<file path="config.mk">
export PLATFORM = sky130hd
export DESIGN_NAME = channel_scanner
export DESIGN_NICKNAME = d
export VERILOG_FILES = /design/src/rtl/channel_scanner.sv
export SDC_FILE = /design/constraint.sdc
export NUM_CORES = 1
export LEC_CHECK = 0
export ABC_AREA = 1
export CAP_MARGIN = 20
export CORE_MARGIN = 2
export CORE_UTILIZATION = 55
export DETAILED_ROUTE_END_ITERATION = 16
export PLACE_DENSITY = 0.94
export SETUP_SLACK_MARGIN = 0.1
export SLEW_MARGIN = 10
export SYNTH_ARGS = -nofsm -noshare
export SYNTH_HDL_FRONTEND = slang
export SYNTH_SLANG_ARGS = --single-unit
export TNS_END_PERCENT = 30
</file>
<file path="constraint.sdc">
create_clock -name clk -period 4 [get_ports clk]
set_clock_uncertainty 0.15 [all_clocks]
set_input_delay 0.8 -clock clk [delete_from_list [all_inputs] [get_ports clk]]
set_output_delay 0.8 -clock clk [all_outputs]
set_load 0.02 [all_outputs]
</file>
<file path="src/rtl/channel_scanner.sv">
`default_nettype none
// ============================================================================
// Module      : channel_scanner
// Description : Round-robin scanner over a 4x1 mux. Drives the select, waits
//               a fixed dwell time, captures the mux output and hands it to a
//               consumer with valid/ready.
// Revision    : 1.0 - initial release
// ============================================================================
module channel_scanner #(
  parameter int N     = 4,
  parameter int DWELL = 4
) (
  input  logic         clk,
  input  logic         rst_n,
  input  logic         en,
  input  logic [3:0]   req,
  input  logic [N-1:0] Y,
  input  logic         ready,
  output logic [1:0]   S,
  output logic [N-1:0] data_out,
  output logic [1:0]   ch_out,
  output logic         valid
);

  localparam logic [1:0] c_idle   = 2'd0;
  localparam logic [1:0] c_settle = 2'd1;
  localparam logic [1:0] c_wait   = 2'd2;
  localparam logic [7:0] c_last   = 8'(DWELL - 1);

  logic [1:0]   r_state;
  logic [1:0]   w_state_nxt;
  logic [7:0]   r_cnt;
  logic [7:0]   w_cnt_nxt;
  logic [1:0]   r_s;
  logic [1:0]   w_s_nxt;
  logic [N-1:0] r_data;
  logic [N-1:0] w_data_nxt;
  logic [1:0]   r_ch;
  logic [1:0]   w_ch_nxt;
  logic         r_valid;
  logic         w_valid_nxt;

  logic         w_start;
  logic         w_dwell_done;
  logic [1:0]   w_next_ch;

  // Search order is S+1, S+2, S+3, then S itself; the nearest requester wins.
  function automatic logic [1:0] next_channel(input logic [1:0] cur,
                                              input logic [3:0] mask);
    logic [1:0] cand;
    next_channel = cur;
    for (int k = 4; k >= 1; k--) begin
      cand = cur + 2'(k);
      if (mask[cand]) next_channel = cand;
    end
  endfunction

  assign w_start      = en && (req != 4'b0000);
  assign w_dwell_done = (r_cnt == c_last);
  assign w_next_ch    = next_channel(r_s, req);

  always_ff @(posedge clk or negedge rst_n) begin
    if (!rst_n) begin
      r_state <= c_idle;
      r_cnt   <= 8'd0;
      r_s     <= 2'b11;
      r_data  <= '0;
      r_ch    <= 2'b00;
      r_valid <= 1'b0;
    end else begin
      r_state <= w_state_nxt;
      r_cnt   <= w_cnt_nxt;
      r_s     <= w_s_nxt;
      r_data  <= w_data_nxt;
      r_ch    <= w_ch_nxt;
      r_valid <= w_valid_nxt;
    end
  end

  always_comb begin
    w_state_nxt = r_state;
    case (r_state)
      c_idle: begin
        if (w_start) w_state_nxt = c_settle;
      end
      c_settle: begin
        if (!en)               w_state_nxt = c_idle;
        else if (w_dwell_done) w_state_nxt = c_wait;
      end
      c_wait: begin
        if (ready) w_state_nxt = w_start ? c_settle : c_idle;
      end
      default: w_state_nxt = c_idle;
    endcase
  end

  // Next values of the registered outputs; everything holds unless told otherwise.
  always_comb begin
    w_cnt_nxt   = r_cnt;
    w_s_nxt     = r_s;
    w_data_nxt  = r_data;
    w_ch_nxt    = r_ch;
    w_valid_nxt = r_valid;
    case (r_state)
      c_idle: begin
        w_valid_nxt = 1'b0;
        if (w_start) begin
          w_s_nxt   = w_next_ch;
          w_cnt_nxt = 8'd0;
        end
      end
      c_settle: begin
        if (en) begin
          if (w_dwell_done) begin
            w_data_nxt  = Y;
            w_ch_nxt    = r_s;
            w_valid_nxt = 1'b1;
          end else begin
            w_cnt_nxt = r_cnt + 8'd1;
          end
        end
      end
      c_wait: begin
        if (ready) begin
          w_valid_nxt = 1'b0;
          if (w_start) begin
            w_s_nxt   = w_next_ch;
            w_cnt_nxt = 8'd0;
          end
        end
      end
      default: w_valid_nxt = 1'b0;
    endcase
  end

  assign S        = r_s;
  assign data_out = r_data;
  assign ch_out   = r_ch;
  assign valid    = r_valid;

endmodule
`default_nettype wire
</file>
==> results of run 1 <==
layout make-up:
class,count,area share (%)
Inverter,27,7.043
Sequential cell,19,33.22
Clock buffer,3,1.565
Multi-Input combinational cell,117,41.57
Timing Repair Buffer,20,13.91
Tap cell,27,2.348
Clock inverter,1,0.3478
cells by family (layout without fill, tap and decap cells):
| kind of cell | after synthesis | in the layout | share of synthesized area, % |
|---|---|---|---|
| AOI/OAI and AO/OA | 9 | 9 | 5.895 |
| adders and majority gates | 1 | 1 | 1.052 |
| and+or+nand+nor | 105 | 105 | 41.89 |
| DFF | 19 | 19 | 40.21 |
| xor gates and xnor gates | 2 | 2 | 1.474 |
| buffers and inverters | 28 | 51 | 9.474 |
synthesized netlist by cell type, drive strengths merged:
cell type / n / area, sq um
dfstp: 2 / 52.55
nand4: 4 / 31.28
nor3: 2 / 15.01
nor2: 14 / 65.06
inv: 27 / 101.4
nand2: 72 / 311.5
buf: 1 / 11.26
dfrtp: 17 / 425.4
ha: 1 / 12.51
o21ai: 8 / 62.56
o21bai: 1 / 7.510
xor2: 2 / 17.52
nand3: 13 / 75.07
registers in the layout, indices dropped and copies added (netlist names):
name and count:
S 2, ch_out 2, data_out 4, r_cnt 8, r_state 2, valid 1
worst paths after layout:
| path | endpoint | slack (ns) | cells past startpoint |
|---|---|---|---|
| setup / recovery | S[0] | 1.50 | 1 |
| setup reg to reg | ch_out[0]$_DFFE_PN0P_ | 2.24 | 6 |
| min in group asynchronous | r_cnt[7]$_DFFE_PN0P_ | 0.81 | 1 |
| hold / removal | valid$_DFFE_PN0P_ | 0.35 | 2 |
| hold reg to reg | valid$_DFFE_PN0P_ | 0.35 | 2 |
| max in group asynchronous | r_cnt[0]$_DFFE_PN0P_ | 2.38 | 1 |
routing by layer:
metal	track usage (%)	wire (um)	up-vias
met5	0	0	-
met4	12.16	32	0
met3	3.274	104	5
met2	41.23	1351	33
met1	24.61	1061	527
li1	-	-	548
metrics by stage:
stage | cell area [sq um] | worst slack, ns
after detailed placement | 1411 | 1.701
after global placement | 1411 | 1.759
final | 1439 | 1.503
after CTS | 1439 | 1.505
after floorplan | 1189 | 2.419
after global routing | 1439 | 1.457
power by group through the flow:
stage / registers [mW] / logic (mW) / clock network, mW
2_1_floorplan: 0.338 / 0.272 / 0
3_3_place_gp: 0.299 / 0.434 / 0
3_5_place_dp: 0.300 / 0.454 / 0
4_1_cts: 0.297 / 0.456 / 0.101
5_1_grt: 0.307 / 0.496 / 0.108
6_report: 0.298 / 0.455 / 0.102
tightest hold or removal path, cell delays in order, from the launching register on:
cell and delay (ns):
dfrtp_1 0.37, nand2_1 0.05, nand2_1 0.05
==> reports/qor.yml, run 1 <==
run_status:
  status: "finished clean"
yosys:
  syn_area_sq_um: 1189
  syn_avg_cell_area_sq_um: 7.248
  netlist_instances: 164
  ys_ff_latch: 19
  yosysWarnings: 0
  yosysUniqueCellTypes: 23
  seq_area_frac_synth_pct: 40.21
  syn-num-nets: 177
worst_setup_path:
  r2r-start: "r_cnt[0]$_DFFE_PN0P_"
  crit_fanout: 8
  max_stage_delay_ns: 0.62
  worstSetupEndpointType: "primary output"
  start_kind: "register"
  critPathTopFamily: "flip-flops"
  crit_start: "S[0]$_DFFE_PN1P_"
  path_class: "reg2out"
  crit_slowest_cell: "dfstp_2"
  arrival_ns: 1.55
  worst_ep_required_time_ns: 3.05
  path_buf_inv: 1
  cp_cell_sequence: "clkdlybuf4s50_1"
power_and_ir_drop:
  switching_share_pct: 45.84
  p_leak_nw: 0.7809
  switchingPower_mw: 0.3918
  p_total_mw: 0.8548
  seq_power_share_pct: 34.8
  p_int_mw: 0.4630
  power_density_nw_per_um2: 594.1
  p_clk_share_pct: 11.9
  combPwrFrac_pct: 53.2
  peakVddDrop_mv: 0.4754
floorplan:
  initial_core_util_pct: 59.38
  ios: 21
  placementRows: 16
  die_h_um: 50.49
  coreArea_sq_um: 2002
  dieArea_sq_um: 2549
  die-width_um: 50.49
cts:
  htree_num_levels: 1
  post-cts-setup-buffers: 0
  cts_hold_buf: 0
  cts_resized: 0
  cts_root_buffer: "clkbuf_4"
  cts-buffers-inserted: 3
  clkLatencyLatePin_ns: 0.31
  clk_pin_slew_worst_paths_ns: 0.12
  cts.sink_count: 19
  cts_tree: "built"
  cts_max_path_buffers: 2
drt:
  dr.pass1.iters: 4
  wire_per_inst_um: 11.92
  drtIter0Drc: 23
  vias: 1113
  postRouteAntennaNets: 0
  vias_per_cell: 5.201
  drcViolationCount: 0
  routed_wl_um: 2550
grt:
  grt_max_degree: 20
  grt_pass1_vias: 1136
  grt_pass1_wl_um: 4381
  grt_use_total_pct: 22.45
  antenna_found_initial: 0
  grt_overflow: 0
cells_and_area:
  multiInputGateArea_sq_um: 598.1
  drive_gt1_share_pct: 16.04
  syn_to_final_growth_pct: 21.05
  layout_common_cells: "nand2_1 (63), inv_1 (25), clkdlybuf4s50_1 (20)"
  seqCellArea_sq_um: 478.0
  layout_commonest_cell: "nand2_1"
  num-nets-final: 201
  finalNonFillerCells: 214
  fillers: 159
  final_util_pct: 71.88
  antenna_cells: 0
placed_design:
  routabilityCongestion: 0.7961
  dp.cells: 210
  io_buffers: 20
  dp_hpwl_um: 1945
timing:
  hold_viol: 0
  fin_crit_ns: 2.497
  hold_slack_ns: 0.3481
  fin_tns_setup_ns: 0
  fin_crit_sh_pct: 62.44
  tightestPinTransition_ns: 0.8307
  rsz0062_at_grt: "no"
  report.final.setup_viol: 0
  fmax_mhz: 400.4
  slew_viol_final: 0
  slew_headroom_pct: 44.45
min_path:
  min-delay-start: "valid$_DFFE_PN0P_"
  min_path_type: "reg2reg"
flow_run:
  drv_cap: 0
Note: power is estimated with default switching activity, not from simulation.
==> inputs of run 2 (changes only) <==
- CORE_UTILIZATION: 55 -> 51
- PLACE_DENSITY: 0.94 -> 0.89
- clock period: 4 -> 2.53 ns (I/O delays scaled with it)
==> reports/qor.yml, run 2 (synthesis results as in run 1) <==
floorplan:
  die-width_um: 52.28
  die_h_um: 52.28
  initial_core_util_pct: 53.73
  placementRows: 17
  coreArea_sq_um: 2212
  dieArea_sq_um: 2733
  ios: 21
drt:
  routed_wl_um: 2309
  postRouteAntennaNets: 0
  drtIter0Drc: 13
  drcViolationCount: 0
  vias: 1060
  vias_per_cell: 4.907
  dr.pass1.iters: 4
  wire_per_inst_um: 10.69
cells_and_area:
  final_util_pct: 65.44
  layout_commonest_cell: "nand2_1"
  num-nets-final: 202
  drive_gt1_share_pct: 16.49
  largest_reg_flops: 8
  fillers: 185
  regMostFlops: "r_cnt"
  syn_to_final_growth_pct: 21.79
  final_area_sq_um: 1448
  layout_common_cells: "nand2_1 (63), inv_1 (25), clkdlybuf4s50_1 (20)"
  antenna_cells: 0
cts:
  cts_tree: "built"
  cts_resized: 0
  htree_num_levels: 1
  clkLatencyLatePin_ns: 0.31
  cts-buffers-inserted: 3
  cts_max_path_buffers: 2
  post-cts-setup-buffers: 0
  cts_root_buffer: "clkbuf_4"
  cts.sink_count: 19
  cts_hold_buf: 0
  clk_pin_slew_worst_paths_ns: 0.11
power_and_ir_drop:
  p_clk_share_pct: 11.9
  p_leak_nw: 0.7857
  seq_power_share_pct: 35.4
  power_density_nw_per_um2: 928.1
  switching_share_pct: 45.44
  combPwrFrac_pct: 52.8
  switchingPower_mw: 0.6105
  p_int_mw: 0.7330
  peakVddDrop_mv: 0.7208
min_path:
  min_path_type: "reg2reg"
timing:
  fmax_mhz: 449.5
  slew_headroom_pct: 70.84
  finalWorstSetupSlack_ns: 0.3054
  report.final.setup_viol: 0
  tightestPinTransition_ns: 0.4364
  slew_viol_final: 0
  fin_crit_ns: 2.225
  fin_crit_sh_pct: 87.93
  hold_viol: 0
  hold_slack_ns: 0.3471
  rsz0062_at_grt: "no"
  fin_tns_setup_ns: 0
grt:
  grt_use_total_pct: 20.35
  antenna_found_initial: 0
  grt_pass1_wl_um: 4140
  grt_overflow: 0
  grt_max_degree: 20
  grt_pass1_vias: 1032
worst_setup_path:
  critPathTopFamily: "flip-flops"
  cp_cell_sequence: "clkdlybuf4s50_1"
  path_class: "reg2out"
  worst_ep_required_time_ns: 1.87
  arrival_ns: 1.57
  start_kind: "register"
  crit_fanout: 8
  path_buf_inv: 1
  worstSetupEndpointType: "primary output"
  crit_slowest_cell: "dfstp_2"
  max_stage_delay_ns: 0.64
placed_design:
  routabilityCongestion: 0.7869
  post-place-ws_ns: 0.5369
  dpl_cell_area_sq_um: 1420
  io_buffers: 20
  dp_hpwl_um: 1792
flow_run:
  drv_cap: 0
run_status:
  status: "finished clean"
## run 2: cell count changes in the layout (fill, tap and decap cells not counted), sizes merged
cell	previous run	this run
buf	0	1
## run 2: path summary, 6_finish.rpt
check	start	to	slack (ns)	depth (start not counted)
worst min register to register	valid$_DFFE_PN0P_	valid$_DFFE_PN0P_	0.35	2
worst min-delay path	valid$_DFFE_PN0P_	valid$_DFFE_PN0P_	0.35	2
min in group asynchronous	rst_n	data_out[0]$_DFFE_PN0P_	0.36	2
max in group asynchronous	rst_n	S[0]$_DFFE_PN1P_	1.60	2
worst max-delay path	S[0]$_DFFE_PN1P_	S[0]	0.31	1
worst max register to register	r_cnt[0]$_DFFE_PN0P_	ch_out[0]$_DFFE_PN0P_	0.79	6
## run 2: routing by layer
layer / up-vias / share of wire, % / global-route usage [%]
li1: 552 / - / -
met1: 486 / 47 / 24.54
met2: 17 / 49 / 35.44
met3: 5 / 2.3 / 2.857
met4: 0 / 1.8 / 9.829
met5: - / 0 / 0
## run 2: final cells by class
| class | instances | area (sq um) | share of cell area (%) |
|---|---|---|---|
| Tap cell | 28 | 35.03 | 2.420 |
| Clock inverter | 1 | 5.005 | 0.3457 |
| Clock buffer | 3 | 22.52 | 1.556 |
| Multi-Input combinational cell | 117 | 598.1 | 41.31 |
| Timing Repair Buffer | 21 | 207.7 | 14.35 |
| Sequential cell | 19 | 478.0 | 33.02 |
| Inverter | 27 | 101.3 | 7.001 |
## run 2: power by group through the flow
| stage | sequential (mW) | combinational, mW | clock, mW |
|---|---|---|---|
| 2_1_floorplan | 0.535 | 0.430 | 0 |
| 3_3_place_gp | 0.473 | 0.688 | 0 |
| 5_1_grt | 0.487 | 0.797 | 0.173 |
| 4_1_cts | 0.474 | 0.715 | 0.159 |
| 3_5_place_dp | 0.478 | 0.713 | 0 |
| 6_report | 0.475 | 0.709 | 0.159 |
## run 2: metrics by stage
step / instances / power (mW)
floorplan: 164 / 0.9653
global placement: 212 / 1.161
detailed placement: 212 / 1.191
CTS: 216 / 1.348
global route: 216 / 1.458
finish: 216 / 1.344
==> inputs of run 3 (changes only) <==
- PLACE_DENSITY: 0.89 -> not set
- PLACE_DENSITY_LB_ADDON: not set -> 0.2
==> reports/qor.yml, run 3 (synthesis results as in run 1) <==
run_status:
  status: "finished clean"
cells_and_area:
  syn_to_final_growth_pct: 21.79
  finalNonFillerCells: 216
  regMostFlops: "r_cnt"
  antenna_cells: 0
  largest_reg_flops: 8
  layout_common_cells: "nand2_1 (63), inv_1 (25), clkdlybuf4s50_1 (20)"
  num-nets-final: 202
  drive_gt1_share_pct: 16.49
  fillers: 196
  layout_commonest_cell: "nand2_1"
  final_area_sq_um: 1448
drt:
  drtIter0Drc: 19
  routed_wl_um: 2366
  wire_per_inst_um: 10.95
  drcViolationCount: 0
  vias_per_cell: 4.935
  dr.pass1.iters: 4
  postRouteAntennaNets: 0
  vias: 1066
power_and_ir_drop:
  power_density_nw_per_um2: 924.8
  p_leak_nw: 0.7857
  p_total_mw: 1.339
  peakVddDrop_mv: 0.6579
placed_design:
  dp_hpwl_um: 1793
  dpl_cell_area_sq_um: 1420
  post-place-ws_ns: 0.5192
  io_buffers: 20
  dp.cells: 212
  routabilityCongestion: 0.8754
timing:
  hold_viol: 0
  tightestPinTransition_ns: 0.4425
  fin_crit_ns: 2.206
  fin_tns_setup_ns: 0
  finalWorstSetupSlack_ns: 0.3235
  slew_headroom_pct: 70.43
  fmax_mhz: 453.2
  slew_viol_final: 0
  fin_crit_sh_pct: 87.21
  rsz0062_at_grt: "no"
  report.final.setup_viol: 0
grt:
  grt_overflow: 0
  grt_pass1_wl_um: 4257
  antenna_found_initial: 0
  grt_pass1_vias: 1007
  grt_use_total_pct: 21.08
  grt_max_degree: 20
cts:
  post-cts-setup-buffers: 0
  cts_root_buffer: "clkbuf_4"
  clk_pin_slew_worst_paths_ns: 0.11
  cts_resized: 0
  cts_hold_buf: 0
  htree_num_levels: 1
  cts_tree: "built"
  cts.sink_count: 19
  clkLatencyLatePin_ns: 0.30
  cts_max_path_buffers: 2
  cts-buffers-inserted: 3
worst_setup_path:
  path_class: "reg2out"
  start_kind: "register"
  critPathTopFamily: "flip-flops"
  max_stage_delay_ns: 0.62
  rrSetupSlack_ns: 0.77
  crit_start: "S[0]$_DFFE_PN1P_"
  worstSetupEndpointType: "primary output"
  rr_endpoint: "data_out[3]$_DFFE_PN0P_"
  path_buf_inv: 1
  r2r_cells: 6
  worst_ep_required_time_ns: 1.87
  cp_cell_sequence: "clkdlybuf4s50_1"
  crit_slowest_cell: "dfstp_2"
  crit_fanout: 8
  arrival_ns: 1.55
  r2r-start: "r_cnt[0]$_DFFE_PN0P_"
min_path:
  min_path_cells: 2
  min_to: "valid$_DFFE_PN0P_"
  min-delay-start: "valid$_DFFE_PN0P_"
  min_path_type: "reg2reg"
flow_run:
  drv_cap: 0
floorplan:
  die-width_um: 52.28
  die_h_um: 52.28
  ios: 21
  dieArea_sq_um: 2733
  coreArea_sq_um: 2212
  placementRows: 17
  initial_core_util_pct: 53.73
run 3: cell counts in the layout (fill, tap and decap cells not counted):
Identical to the previous run, type by type.
run 3: where the power goes:
part           total (mW)  leakage (nW)  internal (mW)  switching (mW)
sequential          0.473         0.251          0.398          0.0754
clock               0.159        0.0177         0.0591          0.0999
combinational       0.707         0.517          0.276           0.430
run 3: area by class of cell:
| type | count | area, sq um | share of cell area, % |
|---|---|---|---|
| clock inverter | 1 | 5.005 | 0.3457 |
| multi-input combinational | 117 | 598.1 | 41.31 |
| sequential | 19 | 478.0 | 33.02 |
| inverter | 27 | 101.3 | 7.001 |
| clock buffer | 3 | 22.52 | 1.556 |
| tap | 28 | 35.03 | 2.420 |
| timing repair buffer | 21 | 207.7 | 14.35 |
run 3: metal layers:
metal | global-route usage [%] | wire, um | vias to the layer above
li1 | - | - | 553
met1 | 28.84 | 1179 | 483
met2 | 32.07 | 1048 | 25
met3 | 4.000 | 100 | 5
met4 | 10.26 | 38 | 0
met5 | 0 | 0 | -
run 3: metrics by stage:
step                      hold WS, ns  utilization [%]
after detailed placement       0.3272            64.20
after global routing           0.3814            65.44
final                          0.3513            65.44
after floorplan               0.06041                -
after global placement         0.3223            64.20
after CTS                      0.3560            65.44
run 3: worst max-delay path by stage:
stage,cells past startpoint,slack (ns),endpoint
final,1,0.32,S[0]
after global routing,1,0.25,S[0]
after CTS,1,0.32,S[0]
after detailed placement,4,0.52,data_out[3]$_DFFE_PN0P_
after global placement,4,0.56,data_out[2]$_DFFE_PN0P_
after floorplan,7,1.10,ch_out[1]$_DFFE_PN0P_
